--- src/rtl/pc_unit.sv ---
// Program-counter unit: selects the next fetch address from sequential, branch,
// jump, trap and mret sources, with a fetch handshake, halt state and misaligned-target trapping.
module pc_unit #(
   parameter int              XLEN         = 32,
   parameter logic [XLEN-1:0] RESET_VECTOR = '0,
   parameter logic [31:0]     TRAP_VECTOR  = 32'h0000_0100,
   parameter int              IALIGN       = 4
) (
   input  logic            clk,
   input  logic            rst_n,
   input  logic [2:0]      pcmux,
   input  logic [XLEN-1:0] immbj,
   input  logic [XLEN-1:0] jump,
   input  logic            halt_req,
   input  logic            resume,
   input  logic            pc_ready,
   output logic [XLEN-1:0] pc,
   output logic            pc_valid,
   output logic [XLEN-1:0] pc_plus,
   output logic [XLEN-1:0] epc,
   output logic            misalign
);

   typedef enum logic [1:0] {BOOT, RUN, HALT} state_t;

   localparam logic [2:0] SEL_BRANCH = 3'b001;
   localparam logic [2:0] SEL_JUMP   = 3'b010;
   localparam logic [2:0] SEL_TRAP   = 3'b011;
   localparam logic [2:0] SEL_MRET   = 3'b100;

   localparam logic [XLEN-1:0] TRAP_PC = XLEN'(TRAP_VECTOR);

   state_t          state, state_n;
   logic [XLEN-1:0] pc_n, epc_n, target;
   logic            misalign_n, target_bad, redirect;

   assign pc_plus  = pc + XLEN'(4);
   assign redirect = (pcmux == SEL_JUMP) || (pcmux == SEL_BRANCH);
   assign target   = (pcmux == SEL_JUMP) ? {jump[XLEN-1:1], 1'b0} : pc + immbj;

   // Jump targets already have bit 0 cleared, so only branches can fail the 2-byte check.
   assign target_bad = (IALIGN == 2) ? target[0] : (target[1:0] != 2'b00);

   // NOTE: sequential state uses non-blocking assignments so every register
   // updates from the same pre-edge values, independent of statement order.
   always_ff @(posedge clk) begin
      if (!rst_n) begin
         state    <= BOOT;
         pc       <= RESET_VECTOR;
         epc      <= '0;
         misalign <= 1'b0;
      end else begin
         state    <= state_n;
         pc       <= pc_n;
         epc      <= epc_n;
         misalign <= misalign_n;
      end
   end

   // NOTE: every signal written here gets a default first, so no path through
   // the case/if tree can leave one unassigned and infer a latch.
   always_comb begin
      state_n    = state;
      pc_n       = pc;
      epc_n      = epc;
      misalign_n = 1'b0;
      case (state)
         BOOT: begin
            pc_n    = RESET_VECTOR;
            state_n = RUN;
         end
         RUN: begin
            if (pcmux == SEL_TRAP) begin
               epc_n = pc;
               pc_n  = TRAP_PC;
            end else if (pcmux == SEL_MRET) begin
               pc_n = epc;
            end else if (redirect) begin
               if (target_bad) begin
                  epc_n      = pc;
                  pc_n       = TRAP_PC;
                  misalign_n = 1'b1;
               end else begin
                  pc_n = target;
               end
            end else if (pc_ready) begin
               pc_n = pc_plus;
            end
            // The redirect or advance above still commits on the halting edge.
            if (halt_req) state_n = HALT;
         end
         HALT: begin
            if (pcmux == SEL_TRAP) begin
               epc_n = pc;
               pc_n  = TRAP_PC;
            end
            if (resume && !halt_req) state_n = RUN;
         end
         default: state_n = BOOT;
      endcase
   end

   always_comb begin
      pc_valid = (state == RUN);
   end

endmodule

--- config.mk ---
export PLATFORM = sky130hd
export DESIGN_NAME = pc_unit
export DESIGN_NICKNAME = d
export VERILOG_FILES = /design/src/rtl/pc_unit.sv
export SDC_FILE = /design/constraint.sdc
export NUM_CORES = 1
export LEC_CHECK = 0
export CAP_MARGIN = 20
export CORE_MARGIN = 5
export CORE_UTILIZATION = 53
export CTS_BUF_LIST = sky130_fd_sc_hd__clkbuf_8
export DETAILED_ROUTE_END_ITERATION = 8
export HOLD_SLACK_MARGIN = 0.1
export PLACE_DENSITY_LB_ADDON = 0.12
export SYNTH_ARGS = -nofsm -noshare
export SYNTH_HDL_FRONTEND = slang
export SYNTH_SLANG_ARGS = --single-unit
--- constraint.sdc ---
create_clock -name clk -period 5.65 [get_ports clk]
set_input_delay 0.565 -clock clk [delete_from_list [all_inputs] [get_ports clk]]
set_output_delay 0.565 -clock clk [all_outputs]
set_load 0.05 [all_outputs]
==> results of run 1 <==
cells in the mapped netlist (14+ instances only):
cell type and count:
a21o_1 19, a21oi_1 52, a222oi_1 23, buf_2 14
clkbuf_1 25, dfxtp_1 67, ha_1 36, mux2i_1 34
nand2_1 64, nand3_1 25, nand4_1 18, nor2_1 82
nor3_1 14, o21ai_0 33, xnor2_1 34, xor2_1 17
metal layers:
metal / global-route usage [%] / share of wire [%] / up-vias
met5: 0 / 0 / -
met4: 11.0 / 2.7 / 0
met3: 6.31 / 11 / 64
met2: 51.4 / 46 / 427
met1: 41.3 / 40 / 3048
li1: - / - / 2973
worst min-delay path: stages (launching register included):
cell and delay (ns):
dfxtp_1 0.33, nand4_1 0.07, a21oi_1 0.06
metrics by stage:
stage               std cells  hold slack (ns)
floorplan                 722            0.519
global placement          989            0.476
detailed placement        990            0.487
CTS                      1006            0.498
global route             1007            0.534
finish                   1007            0.495
registers in the layout, indices dropped and copies added, names as in the netlist:
register and flops:
state 2, misalign 1, epc 32, pc 32
where the power goes:
| group | internal (uW) | total [uW] | leakage (uW) | switching, uW |
|---|---|---|---|---|
| Clock | 180 | 375 | 0.0000925 | 195 |
| Combinational | 160 | 396 | 0.00238 | 235 |
| Sequential | 477 | 486 | 0.000540 | 8.51 |
| Total | 818 | 1260 | 0.00302 | 438 |
cell families after synthesis:
family / after synthesis / synth area share [%]
adders and majority gates: 37 / 8.30
buffers and inverters: 58 / 4.68
muxes: 34 / 6.01
xor gates and xnor gates: 52 / 8.17
and+or+nand+nor: 257 / 22.4
AOI/OAI and AO/OA: 217 / 26.7
DFF: 67 / 23.7
how the worst max path moves through the flow:
| stage | cells past startpoint | start | slack (ns) | endpoint |
|---|---|---|---|---|
| floorplan | 8 | pc[2] | 2.24 | pc_plus[26] |
| global placement | 8 | pcmux[2] | 1.99 | pc[30] |
| detailed placement | 11 | immbj[0] | 1.91 | epc[4] |
| CTS | 6 | pc[8] | 1.70 | pc_plus[29] |
| global route | 6 | pc[8] | 1.49 | pc_plus[29] |
| finish | 6 | pc[8] | 1.67 | pc_plus[29] |
area by class of cell:
cell class              count  area, um2
multi-input cells         597       4060
fillers                   822       2800
repair buffers            177       1770
flip-flops and latches     67       1340
well taps                 136        170
clock buffers              11        151
inverters                  14       52.6
clock inverters             5       28.8
==> out/qor.yml, run 1 <==
hold_path:
  hold_path_startpoint: "epc[0]"
  holdPathStages: 2
  worst_min_delay_path_class: "reg2reg"
  worst_hold_path.endpoint: "pc[0]"
cells_and_area:
  finalNetCount: 975
  antenna_cell_count: 0
  finish.utilization_pct: 73.0
  finalInstanceArea_um2: 7570
  area.growth.synth_to_final_pct: 33.7
  mostFrequentLayoutCells: "clkdlybuf4s50_1 (168), nor2_1 (81), dfxtp_1 (67)"
  final_layout_size_suffix_gt1_share_pct: 5.63
  layout.cells.most_common: "clkdlybuf4s50_1"
timing:
  finClkSkew_ns: 0.0135
  timing_hold_violations_final: 0
  final-setup-viol-count: 0
  period_minus_slack_ns: 3.98
  clock.fmax_ghz: 0.251
  max-slew-margin-rel_pct: 39.3
  final_max_slew_viol_count: 0
  final.setup.worst_slack_ns: 1.67
  worstMarginPinSlew_ns: 0.908
  share_of_the_clock_period_used_by_the_worst_path_pct: 70.5
  tns_ns: 0
  setup_repair_after_global_routing_missed_its_margin: "no"
route:
  post-route-drc-count: 0
  route.vias.total: 6512
  mean_number_of_vias_per_cell: 6.47
  finalWirelength_mm: 20.8
  detailedRoute.firstIterationViolations: 783
  firstDrtPassIters: 8
  detail-route-antenna-nets: 0
  detail_route.wl_per_cell_um: 20.7
cts:
  clk_latency_ns: 0.36
  cts_max_path_buffers: 2
  tritoncts_clock_tree: "done"
  clk_root_buffer_cell: "clkbuf_8"
  hold_buffers: 0
  post_cts.repair.setup_buffers: 0
  h-tree-depth: 3
  inserted_clock_buffers: 9
  cts_num_sinks: 67
  clk_pin_slew_worst_paths_ns: 0.07
  cts.repair.resized: 0
power_and_ir_drop:
  total_power_uw: 1260
  leakagePower_uw: 0.00302
  vdd_drop_max_mv: 0.231
  power.density_cell_area_nw_per_um2: 166
setup_path:
  crit_required_ns: 5.09
  worstPathMaxFanout: 10
  critical_path.top_delay_family: "simple AND/OR/NAND/NOR gates"
  path_buf_inv: 1
  critical-path-slowest-cell: "clkdlybuf4s50_1"
  worstSetupEndpointType: "primary output"
  worstSetupPathType: "reg2out"
  crit-reg2reg-launch: "pc[8]"
  crit_path_most_repeated_cell: "nand4_1"
  critical_path.startpoint_type: "register"
  path_cells: "nand4_1, nor4_2, and2_1, nand4_1, xnor2_1, clkdlybuf4s50_1"
  reg2reg_depth: 9
  critical_path.reg2reg.endpoint: "pc[26]"
  slowest_delay_ns: 0.83
  r2r_slack_ns: 2.43
  timing.critical_path.arrival_ns: 3.42
global_routing:
  grt_start_max_net_pins: 36
  first_pass_grt_wire_length_mm: 32.8
  grt_use_total_pct: 31.4
  antenna_found_initial: 0
  grt_overflow_total: 0
  grt_pass1_vias: 6368
synth:
  synthFlopType: "dfxtp_1"
  yosys_warnings: 0
  syn_avg_cell_area_um2: 7.85
  postSynthRegisterBits: 67
  async_sr_flop_fraction_pct: 0
  synth_cells: 722
  synth.cell_area_um2: 5670
  netlist.area_leader.share_pct: 23.7
  synth-edff-count: 0
  synth.net_count: 831
  synth.lib_cells_used.distinct: 71
  synth.yosys.seq_area_share_pct: 23.7
  synth_top_area_cell: "dfxtp_1"
  synth_top_cells_by_area: "dfxtp_1 (24%), ha_1 (8.0%), mux2i_1 (6.0%)"
placement:
  post-dp-hpwl_mm: 15.7
  gp_routability_congestion: 0.919
  dp_slack_ns: 1.91
  place_area_um2: 7370
  port_buffers: 168
floorplan:
  floorplan.initialDensity_pct: 54.6
  die_area_um2: 12900
  chipWidth_um: 113
  coreArea_um2: 10400
  io-pin-count: 170
  die_h_um: 113
  placement_rows: 37
run_status:
  run_status: "completed"
job:
  cap_viol_max_count: 0
(Power assumes the default switching activity.)
==> run 2, diff against run 1 <==
CORE_UTILIZATION = 45   (was 53)
clock period = 3.5 ns   (was 5.65 ns; I/O delays follow)
==> out/qor.yml, run 2 (synthesized netlist as in run 1, its figures left out) <==
timing:
  finClkSkew_ns: 0.00904
  tns_ns: 0
  final.setup.worst_slack_ns: 0.101
  share_of_the_clock_period_used_by_the_worst_path_pct: 97.1
  final_max_slew_viol_count: 0
  final-setup-viol-count: 0
  period_minus_slack_ns: 3.40
  clock.fmax_ghz: 0.294
  setup_repair_after_global_routing_missed_its_margin: "no"
  worst_hold_slack_ns: 0.489
  worstMarginPinSlew_ns: 0.702
  max-slew-margin-rel_pct: 52.8
  timing_hold_violations_final: 0
cts:
  clk_pin_slew_worst_paths_ns: 0.08
  hold_buffers: 0
  inserted_clock_buffers: 9
  cts_num_sinks: 67
  tritoncts_clock_tree: "done"
  h-tree-depth: 3
  cts_max_path_buffers: 2
  clk_root_buffer_cell: "clkbuf_8"
  clk_latency_ns: 0.37
setup_path:
  path_buf_inv: 2
  critical-path-slowest-cell: "clkdlybuf4s50_1"
  worst_setup_path_startpoint: "pc[3]"
  path_cells: "ha_1, inv_1, or4_4, nor2_1, xor2_1, clkdlybuf4s50_1"
  worstPathMaxFanout: 9
  worstSetupPathType: "reg2out"
  critical_path.top_delay_family: "buffers and inverters"
  timing.critical_path.arrival_ns: 3.05
  critical_path.startpoint_type: "register"
  slowest_delay_ns: 0.86
  worstSetupEndpointType: "primary output"
  crit_required_ns: 3.15
  crit-reg2reg-launch: "pc[9]"
route:
  detail_route.wl_per_cell_um: 19.7
  finalWirelength_mm: 21.1
  route.vias.total: 6422
  firstDrtPassIters: 5
  detailedRoute.firstIterationViolations: 634
  mean_number_of_vias_per_cell: 6.00
  detail-route-antenna-nets: 0
  post-route-drc-count: 0
placement:
  gp_routability_congestion: 0.983
  post-dp-hpwl_mm: 16.4
  dp_slack_ns: 0.204
  port_buffers: 168
run_status:
  run_status: "completed"
cells_and_area:
  layout_top_registers: "epc x32, pc x32, state x2"
  finalNetCount: 1003
  mostFrequentLayoutCells: "clkdlybuf4s50_1 (160), nor2_1 (80), dfxtp_1 (67)"
  fill_cell_instance_count_of_the_final_layout: 1171
  multi_input_area_um2: 4070
  antenna_cell_count: 0
  register_area_um2: 1340
  final_layout_size_suffix_gt1_share_pct: 9.13
  layout.cells.most_common: "clkdlybuf4s50_1"
  area.growth.synth_to_final_pct: 37.7
  finish.utilization_pct: 62.6
power_and_ir_drop:
  total_power_uw: 2050
  power.density_cell_area_nw_per_um2: 262
  leakagePower_uw: 0.00319
  vdd_drop_max_mv: 0.149
hold_path:
  worst_min_delay_path_class: "reg2reg"
  hold_path_startpoint: "epc[1]"
floorplan:
  die_h_um: 122
  floorplan.initialDensity_pct: 45.4
  io-pin-count: 170
  die_area_um2: 14900
  placement_rows: 41
  coreArea_um2: 12500
  chipWidth_um: 122
global_routing:
  grt_use_total_pct: 27.6
  grt_overflow_total: 0
  first_pass_grt_wire_length_mm: 32.4
  grt_start_max_net_pins: 30
  grt_pass1_vias: 6071
  antenna_found_initial: 0
job:
  cap_viol_max_count: 0
run 2: through the flow:
step	area (um2)	cells
after floorplan	5670	722
after detailed placement	7620	1055
after global placement	7620	1055
after global routing	7800	1070
after CTS	7800	1070
final	7800	1070
run 2: worst paths after layout:
path	endpoint	slack (ns)	depth (start not counted)
hold reg to reg	pc[1]	0.49	2
hold / removal	pc[1]	0.49	2
setup / recovery	pc_plus[22]	0.10	6
setup reg to reg	pc[26]	0.51	9
run 2: per-layer routing:
metal  up-vias  share of wire [%]  GRT usage [%]
met5         -                  0              0
met4         0                1.9           9.45
met3        29                8.6           5.39
met2       333                 46           44.1
met1      3029                 43           37.3
li1       3031                  -              -
run 2: layout make-up:
class / instances / area share, %
Multi-Input combinational cell: 597 / 52.1
Timing Repair Buffer: 205 / 24.9
Sequential cell: 67 / 17.2
Tap cell: 172 / 2.76
Clock buffer: 12 / 2.12
Inverter: 14 / 0.674
Clock inverter: 3 / 0.192
run 2: timing repair:
item / 4_1_cts / 5_1_grt
endpoints found under the setup margin: 1 / 1
gates resized for setup: 1 / 1
setup buffers: 0 / 0
run 2: power breakdown:
group / internal, uW / leakage (uW) / switching (uW)
combinational: 267 / 0.00256 / 381
clock: 307 / 0.0000971 / 312
sequential: 770 / 0.000540 / 10.4
run 2: worst reg2reg max path, stage by stage, from the launching register on:
cell      delay, ns
dfxtp_1        0.42
ha_1           0.46
nand4_1        0.16
nor4_1         0.66
o21ai_1        0.16
nand2_1        0.15
a211o_1        0.14
a21oi_1        0.15
or4_1          0.51
o211ai_1       0.10
==> run 3, diff against run 2 <==
CORE_UTILIZATION = 30   (was 45)
==> out/qor.yml, run 3 (synthesized netlist as in run 1, its figures left out) <==
run_status:
  run_status: "completed"
floorplan:
  floorplan.initialDensity_pct: 30.4
  die_h_um: 147
  chipWidth_um: 147
  die_area_um2: 21700
  coreArea_um2: 18600
  placement_rows: 50
  io-pin-count: 170
global_routing:
  grt_start_max_net_pins: 31
  antenna_found_initial: 0
  first_pass_grt_wire_length_mm: 35.1
  grt_overflow_total: 0
  grt_pass1_vias: 6015
  grt_use_total_pct: 20.5
placement:
  gp_routability_congestion: 0.867
  port_buffers: 168
  place_area_um2: 7700
  post-dp-hpwl_mm: 17.8
  dp_slack_ns: 0.150
route:
  post-route-drc-count: 0
  firstDrtPassIters: 7
  route.vias.total: 6192
  route.met3.wl_mm: 1.00
  detail_route.wl_per_cell_um: 20.0
  detail-route-antenna-nets: 0
  finalWirelength_mm: 22.7
  detailedRoute.firstIterationViolations: 426
  mean_number_of_vias_per_cell: 5.47
  route.met2.wl_mm: 10.4
  wirelength_met1_mm: 10.9
  top_signal_layer_used: "met4"
cts:
  inserted_clock_buffers: 9
  hold_buffers: 0
  cts_max_path_buffers: 2
  h-tree-depth: 3
  cts.repair.resized: 0
  clk_latency_ns: 0.37
  post_cts.repair.setup_buffers: 0
  clk_pin_slew_worst_paths_ns: 0.08
  clk_root_buffer_cell: "clkbuf_8"
  tritoncts_clock_tree: "done"
  cts_num_sinks: 67
timing:
  timing_hold_violations_final: 0
  setup_repair_after_global_routing_missed_its_margin: "no"
  worst_hold_slack_ns: 0.499
  max-slew-margin-rel_pct: 52.4
  finClkSkew_ns: 0.0127
  share_of_the_clock_period_used_by_the_worst_path_pct: 96.2
  worstMarginPinSlew_ns: 0.714
  final_max_slew_viol_count: 0
  final.setup.worst_slack_ns: 0.131
  final-setup-viol-count: 0
  clock.fmax_ghz: 0.297
  tns_ns: 0
  period_minus_slack_ns: 3.37
setup_path:
  critical_path.startpoint_type: "register"
  timing.critical_path.arrival_ns: 3.02
  critical_path.top_delay_family: "simple AND/OR/NAND/NOR gates"
  worstSetupEndpointType: "primary output"
  critical-path-slowest-cell: "clkdlybuf4s50_1"
  crit_required_ns: 3.15
  worstSetupPathType: "reg2out"
  worstPathMaxFanout: 10
  path_cells: "nand4_1, or4_4, nor2_1, xnor2_1, inv_1, clkdlybuf4s50_1"
  path_buf_inv: 2
  slowest_delay_ns: 0.81
cells_and_area:
  finalInstanceArea_um2: 7860
  antenna_cell_count: 0
  layout_top_registers: "epc x32, pc x32, state x2"
  layout.cells.most_common: "clkdlybuf4s50_1"
  area.growth.synth_to_final_pct: 38.7
  finalNetCount: 1003
  multi_input_area_um2: 4070
  final_layout_size_suffix_gt1_share_pct: 9.47
  mostFrequentLayoutCells: "clkdlybuf4s50_1 (160), nor2_1 (80), dfxtp_1 (67)"
  fill_cell_instance_count_of_the_final_layout: 1947
  register_area_um2: 1340
power_and_ir_drop:
  total_power_uw: 2020
  power.density_cell_area_nw_per_um2: 257
  vdd_drop_max_mv: 0.143
  leakagePower_uw: 0.00317
hold_path:
  worst_min_delay_path_class: "reg2reg"
job:
  cap_viol_max_count: 0
run 3: cell count changes in the layout (fill, tap and decap cells not counted):
cell,change
clkinv_2,+3
o21ai_1,-1
clkbuf_8,-2
dlygate4sd2_1,-1
buf_4,+2
clkinvlp_4,-1
dlymetal6s2s_1,-1
o21ai_2,+1
run 3: metal layers:
metal	track usage, %	vias up
met5	0	-
li1	-	3040
met3	2.88	24
met4	5.92	0
met2	33.1	180
met1	28.6	2948
run 3: path summary, 6_finish.rpt:
kind	from	to	slack [ns]	depth (start not counted)
max	pc[8]	pc_plus[20]	0.13	6
min	epc[0]	pc[0]	0.50	2
max reg2reg	pc[1]	pc[29]	0.54	9
min reg2reg	epc[0]	pc[0]	0.50	2
run 3: cell type report:
cell class	instances	area share [%]
repair buffers	205	24.7
well taps	234	3.73
flip-flops and latches	67	17.1
clock buffers	10	1.75
inverters	14	0.669
clock inverters	5	0.287
multi-input cells	597	51.8
run 3: report_power, final:
part           internal [uW]  total [uW]  switching (uW)  leakage (uW)
clock                    264         587             323     0.0000943
sequential               770         782            11.9      0.000540
combinational            264         652             387       0.00254
total                   1300        2020             722       0.00317
run 3: through the flow:
stage | utilization, % | std cells
2_1_floorplan | - | 722
3_3_place_gp | 41.3 | 1117
3_5_place_dp | 41.3 | 1117
4_1_cts | 42.1 | 1132
5_1_grt | 42.1 | 1132
6_report | 42.1 | 1132
run 3: worst min-delay path, delay by kind of cell, from the launching register on:
kind	cells	cell delay, ns
AO/OA/AOI/OAI	1	0.06
flip-flops	1	0.33
AND/OR/NAND/NOR	1	0.07
